[src/rtl/frame_buffer_ctrl.sv]
// frame_buffer_ctrl: writes a valid/ready greyscale pixel stream into the back
// bank of an external dual-port frame RAM and maps the display read address
// onto the front bank, expanding the read byte to 24-bit grey.
// Configuration macro: FB_DOUBLE_BUFFER_EN. When defined, two banks are used
// and they swap on the VSYNC falling edge once a full frame has been written.
// When undefined, a single bank is used, bank bits are tied to 0, VSYNC is
// ignored and FRAME_DONE pulses right after the last write of a frame.
module frame_buffer_ctrl #(
    parameter int IMG_X  = 640,
    parameter int IMG_Y  = 480,
    parameter int ADDR_W = 19
) (
    input  logic              CLK_PX,
    input  logic              RST_n,
    input  logic              S_VALID,
    output logic              S_READY,
    input  logic [7:0]        S_DATA,
    input  logic              S_SOF,
    input  logic              VSYNC,
    input  logic [ADDR_W-1:0] PX_ADDR,
    output logic [23:0]       PX,
    output logic [ADDR_W:0]   RD_ADDR,
    input  logic [7:0]        RD_DATA,
    output logic              WR_EN,
    output logic [ADDR_W:0]   WR_ADDR,
    output logic [7:0]        WR_DATA,
    output logic              DISP_BANK,
    output logic              FRAME_DONE,
    output logic              ERR
);

    localparam logic [ADDR_W-1:0] LAST_PIX = ADDR_W'(IMG_X * IMG_Y - 1);
    localparam logic [ADDR_W-1:0] CNT_ONE  = {{(ADDR_W-1){1'b0}}, 1'b1};

    typedef enum logic [1:0] {
        ST_IDLE  = 2'd0,
        ST_WRITE = 2'd1,
        ST_PEND  = 2'd2
    } state_t;

    state_t            r_state;
    state_t            w_next_state;
    logic [ADDR_W-1:0] r_wr_cnt;
    logic [ADDR_W-1:0] w_next_cnt;
    logic [ADDR_W-1:0] w_wr_idx;
    logic [ADDR_W-1:0] r_wr_addr;
    logic [7:0]        r_wr_data;
    logic              r_wr_en;
    logic              r_err;
    logic              r_frame_done;
    logic              w_ready;
    logic              w_wr;
    logic              w_err_set;
    logic              w_done;
    logic              w_vs_fall;
    logic              w_disp_bank;

    // FSM state register
    // NOTE: sequential state uses non-blocking assignments only, so every
    // register samples the pre-edge values regardless of block ordering.
    always_ff @(posedge CLK_PX or negedge RST_n) begin
        if (!RST_n) r_state <= ST_IDLE;
        else        r_state <= w_next_state;
    end

    // Next-state, handshake and write-command decode
    // NOTE: every signal assigned here gets a default first, so no path
    // leaves one unassigned and no latch is inferred.
    always_comb begin
        w_next_state = r_state;
        w_next_cnt   = r_wr_cnt;
        w_wr_idx     = r_wr_cnt;
        w_ready      = 1'b1;
        w_wr         = 1'b0;
        w_err_set    = 1'b0;
        w_done       = 1'b0;
        case (r_state)
            ST_IDLE: begin
                // Pixels outside a frame are accepted and dropped until SOF.
                if (S_VALID && S_SOF) begin
                    w_wr         = 1'b1;
                    w_wr_idx     = '0;
                    w_next_cnt   = CNT_ONE;
                    w_next_state = ST_WRITE;
                end
            end
            ST_WRITE: begin
                if (S_VALID) begin
                    w_wr = 1'b1;
                    if (S_SOF) begin
                        // Restart: the partial frame is overwritten.
                        w_wr_idx   = '0;
                        w_next_cnt = CNT_ONE;
                        w_err_set  = 1'b1;
                    end else if (r_wr_cnt == LAST_PIX) begin
`ifdef FB_DOUBLE_BUFFER_EN
                        w_next_state = ST_PEND;
`else
                        w_next_state = ST_IDLE;
                        w_done       = 1'b1;
`endif
                    end else begin
                        w_next_cnt = r_wr_cnt + CNT_ONE;
                    end
                end
            end
            ST_PEND: begin
                // Full frame waiting for vertical blank; stall the source.
                w_ready = 1'b0;
                if (w_vs_fall) begin
                    w_done       = 1'b1;
                    w_next_state = ST_IDLE;
                end
            end
            default: w_next_state = ST_IDLE;
        endcase
    end

    // Registered write port, frame counter, done pulse and sticky error
    always_ff @(posedge CLK_PX or negedge RST_n) begin
        if (!RST_n) begin
            r_wr_en      <= 1'b0;
            r_wr_addr    <= '0;
            r_wr_data    <= '0;
            r_wr_cnt     <= '0;
            r_frame_done <= 1'b0;
            r_err        <= 1'b0;
        end else begin
            r_wr_en      <= w_wr;
            r_wr_cnt     <= w_next_cnt;
            r_frame_done <= w_done;
            if (w_wr) begin
                r_wr_addr <= w_wr_idx;
                r_wr_data <= S_DATA;
            end
            if (w_err_set) r_err <= 1'b1;
        end
    end

`ifdef FB_DOUBLE_BUFFER_EN
    logic r_vs_q;
    logic r_disp_bank;
    logic r_wr_bank;

    assign w_vs_fall   = r_vs_q & ~VSYNC;
    assign w_disp_bank = r_disp_bank;

    // VSYNC edge detect, displayed bank toggle and write bank capture
    always_ff @(posedge CLK_PX or negedge RST_n) begin
        if (!RST_n) begin
            r_vs_q      <= 1'b1;
            r_disp_bank <= 1'b0;
            r_wr_bank   <= 1'b0;
        end else begin
            r_vs_q <= VSYNC;
            if (w_done) r_disp_bank <= ~r_disp_bank;
            if (w_wr)   r_wr_bank   <= ~r_disp_bank;
        end
    end

    assign WR_ADDR = {r_wr_bank, r_wr_addr};
`else
    logic w_vsync_unused;

    assign w_vsync_unused = VSYNC;
    assign w_vs_fall      = 1'b0;
    assign w_disp_bank    = 1'b0;
    assign WR_ADDR        = {1'b0, r_wr_addr};
`endif

    assign S_READY    = w_ready;
    assign WR_EN      = r_wr_en;
    assign WR_DATA    = r_wr_data;
    assign FRAME_DONE = r_frame_done;
    assign ERR        = r_err;
    assign DISP_BANK  = w_disp_bank;
    assign RD_ADDR    = {w_disp_bank, PX_ADDR};
    assign PX         = {RD_DATA, RD_DATA, RD_DATA};

endmodule

[config.mk]
export PLATFORM = sky130hd
export DESIGN_NAME = frame_buffer_ctrl
export DESIGN_NICKNAME = d
export VERILOG_FILES = /design/src/rtl/frame_buffer_ctrl.sv
export SDC_FILE = /design/constraint.sdc
export NUM_CORES = 1
export LEC_CHECK = 0
export ABC_AREA = 0
export CAP_MARGIN = 20
export CORE_UTILIZATION = 43
export CTS_BUF_LIST = sky130_fd_sc_hd__clkbuf_4
export DETAILED_ROUTE_END_ITERATION = 10
export PLACE_DENSITY = 0.83
export SYNTH_ARGS = -nofsm -noshare
export SYNTH_HDL_FRONTEND = slang
export SYNTH_SLANG_ARGS = --single-unit
[constraint.sdc]
create_clock -name CLK_PX -period 2.2 [get_ports CLK_PX]
set_input_delay 0.22 -clock CLK_PX [delete_from_list [all_inputs] [get_ports CLK_PX]]
set_output_delay 0.22 -clock CLK_PX [all_outputs]
set_load 0.03 [all_outputs]
==> results of run 1 <==
==> per-stage QoR <==
| step | power (W) | instances | utilization [%] |
|---|---|---|---|
| after floorplan | 0.00133 | 264 | - |
| after global placement | 0.00133 | 339 | 50.0 |
| after detailed placement | 0.00134 | 339 | 50.0 |
| final | 0.00186 | 348 | 51.6 |
| after CTS | 0.00187 | 348 | 51.6 |
| after global routing | 0.00195 | 348 | 51.6 |
==> worst paths after layout <==
check | startpoint | to | slack (ns) | cells after the start
worst min-delay path | S_DATA[6] | WR_DATA[6] | 0.36 | 3
worst max-delay path | r_wr_cnt[5] | r_wr_cnt[15] | 0.18 | 6
max in group asynchronous | RST_n | r_wr_cnt[2] | 1.32 | 3
worst min register to register | ERR | ERR | 0.48 | 1
min in group asynchronous | RST_n | r_wr_addr[16] | 0.47 | 3
worst max register to register | r_wr_cnt[5] | r_wr_cnt[15] | 0.18 | 6
==> cell families (layout without fill, tap and decap cells) <==
family | after synthesis | in the layout | share of synthesized area [%]
simple gates | 82 | 82 | 15.5
compound gates | 65 | 65 | 17.7
buf+inv | 62 | 74 | 16.6
flops | 50 | 50 | 49.4
other cells | 2 | 4 | 0.297
fa+ha+maj | 1 | 1 | 0.494
==> layer usage <==
metal	vias up	share of wire [%]	global-route usage, %
met2	79	50	29.6
met4	0	0.99	5.74
met1	904	41	20.5
met5	-	0	0
li1	903	-	-
met3	9	7.6	4.02
==> sequential cells by signal (all words and copies together) (netlist names) <==
register	cells
ERR	1
r_wr_cnt	19
FRAME_DONE	1
WR_EN	1
r_state	1
r_wr_addr	19
WR_DATA	8
==> cells in the mapped netlist, types with 2 or more instances <==
library cell	number
a31oi_1	3
o21ai_0	20
nand2_1	38
a21o_1	2
o21ai_1	3
buf_4	47
nand3_1	11
nor2_1	6
o31ai_1	4
nor4_1	3
buf_2	2
nand2b_1	3
conb_1	2
nor3_1	5
a22o_1	17
buf_1	2
a21oi_1	8
and4_1	2
inv_1	3
clkbuf_1	7
dfrtp_1	50
nand4_1	7
==> final cells by class <==
type,instances,area [um2],area share [%]
clock inverters,2,37.5,1.30
inverters,3,11.3,0.389
repair buffers,63,586,20.2
well taps,72,90.1,3.11
multi-input cells,152,873,30.2
clock buffers,6,45.0,1.56
flip-flops and latches,50,1250,43.2
==> power groups by stage <==
| stage | Clock, W | Combinational (W) | Sequential [W] |
|---|---|---|---|
| 2_1_floorplan | 0 | 0.000251 | 0.00108 |
| 3_3_place_gp | 0 | 0.000307 | 0.00102 |
| 3_5_place_dp | 0 | 0.000313 | 0.00102 |
| 4_1_cts | 0.000551 | 0.000316 | 0.00100 |
| 5_1_grt | 0.000592 | 0.000342 | 0.00101 |
| 6_report | 0.000542 | 0.000314 | 0.00100 |
==> cell usage in the layout (no fill, tap or decap), drive strengths merged, types with 2 or more instances in the layout <==
cell type / count
dfrtp: 50
clkdlybuf4s50: 40
nand2: 38
o21ai: 24
buf: 22
a22o: 17
nand3: 11
a21oi: 8
nand4: 7
nor2: 6
clkbuf: 6
nor3: 5
o31ai: 5
conb: 4
inv: 3
nand2b: 3
a31oi: 3
nor4: 3
and4: 2
a21o: 2
==> tightest hold or removal path: cells and delay by family <==
kind                   cells  cell delay [ns]
AND/OR/NAND/NOR            2             0.09
buffers and inverters      1             0.40
==> results.py, run 1 <==
metrics = {
    "setup_path": {
        "required_ns": 2.48,
        "path_class": "reg2reg",
        "slowest_delay_ns": 0.54,
        "end_kind": "flip-flop",
        "path_max_fanout": 6,
        "path_delay_family": "simple AND/OR/NAND/NOR gates",
        "startpoint_type": "flip-flop",
        "cp_num_buf_inv": 1,
        "crit_chain": "nand3_1 -> buf_4 -> nor4_1 -> nand4_1 -> a21o_1 -> a21o_1",
        "critPathArrivalTime_ns": 2.30,
        "critPathSlowestCell": "nor4_1",
        "crit_path_frequent_cell": "a21o_1",
    },
    "logic_synthesis": {
        "yosys_warnings": 0,
        "ys_ff_latch": 50,
        "yosys-top-cells-area": "dfrtp_1, buf_4, a22o_1, nand2_1, o21ai_0",
        "synthFlopType": "dfrtp_1",
        "yosysTopAreaCell": "dfrtp_1",
        "yosys.area.top_type_share_pct": 49.4,
        "syn-cell-area_um2": 2530,
        "syn_inst": 262,
        "async_flop_share_pct": 100,
        "ys_seq_area_share_pct": 49.4,
        "ys_types": 39,
        "avgSynthCellArea_um2": 9.67,
        "synth_edf_count": 0,
    },
    "job": {
        "max_cap_violations": 0,
    },
    "finish": {
        "nets": 316,
        "nFillCells": 489,
        "layout-drive-gt1-share_pct": 12.7,
        "antenna_cells": 0,
        "final_cell_area_um2": 2890,
        "area_delta_synth_final_pct": 14.3,
    },
    "power": {
        "comb_power_share_pct": 16.9,
        "clkPwrFrac_pct": 29.1,
        "p_leak_nw": 1.26,
        "p_switching_w": 0.000510,
        "p_int_w": 0.00135,
        "power_density_nw_per_um2": 643,
        "p_sw_share_pct": 27.4,
        "p_seq_share_pct": 54.0,
        "max-vdd-ir-drop_mv": 0.322,
    },
    "floorplanning": {
        "num_rows": 27,
        "io_pins": 117,
        "core_area_um2": 5610,
        "die_x_um": 78.7,
        "die_area_um2": 6200,
        "die_h_um": 78.7,
        "initial_utilization_pct": 45.2,
    },
    "cts": {
        "root_buffer": "clkbuf_4",
        "cts_num_sinks": 50,
        "cts.clk_slew.worst_paths_ns": 0.14,
        "clock_latency_ns": 0.37,
        "h-tree-depth": 2,
        "cts_resized": 0,
        "clockBufferDepth": 2,
        "hold_buffers": 1,
        "cts_buffers": 5,
        "tritoncts": "done",
        "cts_setup_buffers": 0,
    },
    "timing": {
        "tightest_slew_ns": 0.629,
        "rsz0062_at_grt": "no",
        "timing.fmax_ghz": 0.496,
        "setup_ws_ns": 0.184,
        "final.min_clock_period_ns": 2.02,
        "finalSetupTns_ns": 0,
        "finalCritPeriodShare_pct": 91.6,
        "slew_violations": 0,
        "skew_ns": 0.0115,
        "holdWs_ns": 0.362,
        "slew_headroom_pct": 57.7,
        "hold_violations": 0,
        "setup_viol": 0,
    },
    "detailed_routing": {
        "avgRoutedWirePerCell_um": 14.8,
        "avgViaCountPerCell": 5.45,
        "drtPass1Iterations": 4,
        "drt_wl_total_um": 5160,
        "initialDrtViolationCount": 171,
        "route.detailed.drc": 0,
        "antenna_left": 0,
        "vias": 1895,
    },
    "global_route": {
        "grt_pass1_wl_um": 8310,
        "grt_use_total_pct": 17.0,
        "overflow": 0,
        "grt_pass1_vias": 1826,
        "antenna_found_initial": 0,
        "grt_max_degree": 51,
    },
    "placement": {
        "port_buffers": 41,
        "place_ws_ns": 0.217,
        "post_dp_cell_area_um2": 2800,
        "place_hpwl_um": 3480,
        "place.gp.congestion": 0.846,
    },
    "run_status": {
        "status": "finished clean",
    },
    "min_path": {
        "hp-class": "in2reg",
    },
}
(Power assumes the default switching activity.)
==> run 2, diff against run 1 <==
--- a/config.mk
+++ b/config.mk
@@ -7,9 +7,11 @@
 export LEC_CHECK = 0
 export ABC_AREA = 0
 export CAP_MARGIN = 20
+export CORE_ASPECT_RATIO = 0.75
 export CORE_UTILIZATION = 43
 export CTS_BUF_LIST = sky130_fd_sc_hd__clkbuf_4
 export DETAILED_ROUTE_END_ITERATION = 10
+export GPL_ROUTABILITY_DRIVEN = 1
 export PLACE_DENSITY = 0.83
 export SYNTH_ARGS = -nofsm -noshare
 export SYNTH_HDL_FRONTEND = slang
==> results.py, run 2 (synthesized netlist as in run 1, its figures left out) <==
metrics = {
    "setup_path": {
        "reg2reg_slack_ns": 0.13,
        "path_max_fanout": 4,
        "required_ns": 2.48,
        "end_kind": "flip-flop",
        "reg2reg_to": "r_wr_cnt[7]",
        "path_class": "reg2reg",
        "critPathArrivalTime_ns": 2.35,
        "reg2reg_depth": 7,
        "reg2reg_from": "r_wr_cnt[1]",
        "startpoint_type": "flip-flop",
    },
    "timing": {
        "slew_violations": 0,
        "hold_violations": 0,
        "tightest_slew_ns": 0.614,
        "slew_headroom_pct": 59.1,
        "rsz0062_at_grt": "no",
        "skew_ns": 0.00907,
        "timing.fmax_ghz": 0.483,
        "setup_viol": 0,
        "finalSetupTns_ns": 0,
        "finalCritPeriodShare_pct": 94.1,
        "final.min_clock_period_ns": 2.07,
    },
    "finish": {
        "nets": 313,
        "final-seq-area_um2": 1250,
        "nFillCells": 503,
        "mostFrequentLayoutCell": "dfrtp_1",
        "area_delta_synth_final_pct": 13.1,
        "final_cell_area_um2": 2860,
        "antenna_cells": 0,
        "multi_input_area_um2": 873,
        "final_cell_mix": "dfrtp_1, clkdlybuf4s50_1, nand2_1",
        "layout-drive-gt1-share_pct": 11.0,
    },
    "global_route": {
        "grt_max_degree": 51,
        "overflow": 0,
        "grt_use_total_pct": 18.2,
        "grt_pass1_vias": 1818,
        "grt_pass1_wl_um": 8690,
        "antenna_found_initial": 0,
    },
    "cts": {
        "clockBufferDepth": 2,
        "cts.clk_slew.worst_paths_ns": 0.14,
        "root_buffer": "clkbuf_4",
        "tritoncts": "done",
        "cts_buffers": 5,
        "cts_num_sinks": 50,
        "cts_resized": 0,
        "clock_latency_ns": 0.37,
        "h-tree-depth": 2,
    },
    "min_path": {
        "min_to": "WR_DATA[3]",
        "hp-start": "S_DATA[3]",
        "hold_depth": 3,
        "hp-class": "in2reg",
    },
    "floorplanning": {
        "num_rows": 23,
        "io_pins": 117,
        "die_h_um": 68.5,
        "core_area_um2": 5500,
        "die_area_um2": 6200,
        "die_x_um": 90.6,
        "initial_utilization_pct": 46.1,
    },
    "placement": {
        "post_dp_cell_area_um2": 2780,
        "port_buffers": 41,
        "place_hpwl_um": 3620,
        "place.gp.congestion": 0.811,
    },
    "detailed_routing": {
        "avgViaCountPerCell": 5.44,
        "avgRoutedWirePerCell_um": 15.2,
        "drt_wl_total_um": 5270,
        "route.detailed.drc": 0,
        "antenna_left": 0,
        "initialDrtViolationCount": 102,
        "vias": 1887,
        "drtPass1Iterations": 4,
    },
    "job": {
        "max_cap_violations": 0,
    },
    "power": {
        "power_density_nw_per_um2": 637,
        "max-vdd-ir-drop_mv": 0.215,
        "p_leak_nw": 1.24,
    },
    "run_status": {
        "status": "finished clean",
    },
}
run 2: changes by cell type in the layout (fill, tap and decap cells not counted), sizes merged:
cell and delta:
buf -3, clkinv +1, clkinvlp -1, clkbuf -1
run 2: metrics by stage:
step / hold WS, ns / total power, W / util (%) / setup slack, ns / std cells
after global placement: 0.359 / 0.00131 / 50.5 / 0.180 / 338
after global routing: 0.352 / 0.00191 / 52.1 / 0.00133 / 347
after detailed placement: 0.361 / 0.00132 / 50.5 / 0.108 / 338
after floorplan: -0.0756 / 0.00133 / - / 0.234 / 264
final: 0.355 / 0.00182 / 52.1 / 0.129 / 347
after CTS: 0.347 / 0.00184 / 52.0 / 0.0897 / 346
run 2: repair_timing:
action,4_1_cts,5_1_grt
setup endpoints to repair,0,5
hold endpoints to repair,50,0
hold buffers,1,0
buffers inserted,0,1
run 2: where the power goes:
group	total (W)	internal (W)	switching, W
Clock	0.000510	0.000230	0.000280
Combinational	0.000306	0.000127	0.000180
Sequential	0.00101	0.000966	0.0000405
run 2: how the worst max path moves through the flow:
stage,start,end,slack (ns)
finish,r_wr_cnt[1],r_wr_cnt[7],0.13
global route,r_wr_cnt[1],r_wr_cnt[0],0.001
CTS,r_wr_cnt[1],r_wr_cnt[7],0.09
detailed placement,r_wr_cnt[1],r_wr_cnt[7],0.11
global placement,r_wr_cnt[1],r_wr_cnt[7],0.18
floorplan,r_wr_cnt[0],r_wr_cnt[5],0.23
run 2: per-layer routing:
layer | up-vias | wire length, um | GRT usage, % | share of wire, %
li1 | 893 | - | - | -
met2 | 65 | 2590 | 31.1 | 49
met3 | 7 | 284 | 4.56 | 5.4
met5 | - | 0 | 0 | 0
met4 | 0 | 51 | 5.65 | 0.97
met1 | 922 | 2350 | 23.3 | 45
run 2: worst max-delay path, stage by stage (launching register included):
cell,delay [ns]
dfrtp_1,0.41
ha_1,0.21
nand3_1,0.16
or4_1,0.51
buf_4,0.19
o21ai_2,0.21
nor3_1,0.09
o22a_1,0.20
run 2: final cells by class:
type                       count  share of cell area [%]
multi-input combinational    152                    30.5
timing repair buffer          60                    19.7
clock inverter                 2                    1.18
clock buffer                   5                    1.31
inverter                       3                   0.393
sequential                    50                    43.7
tap                           75                    3.28
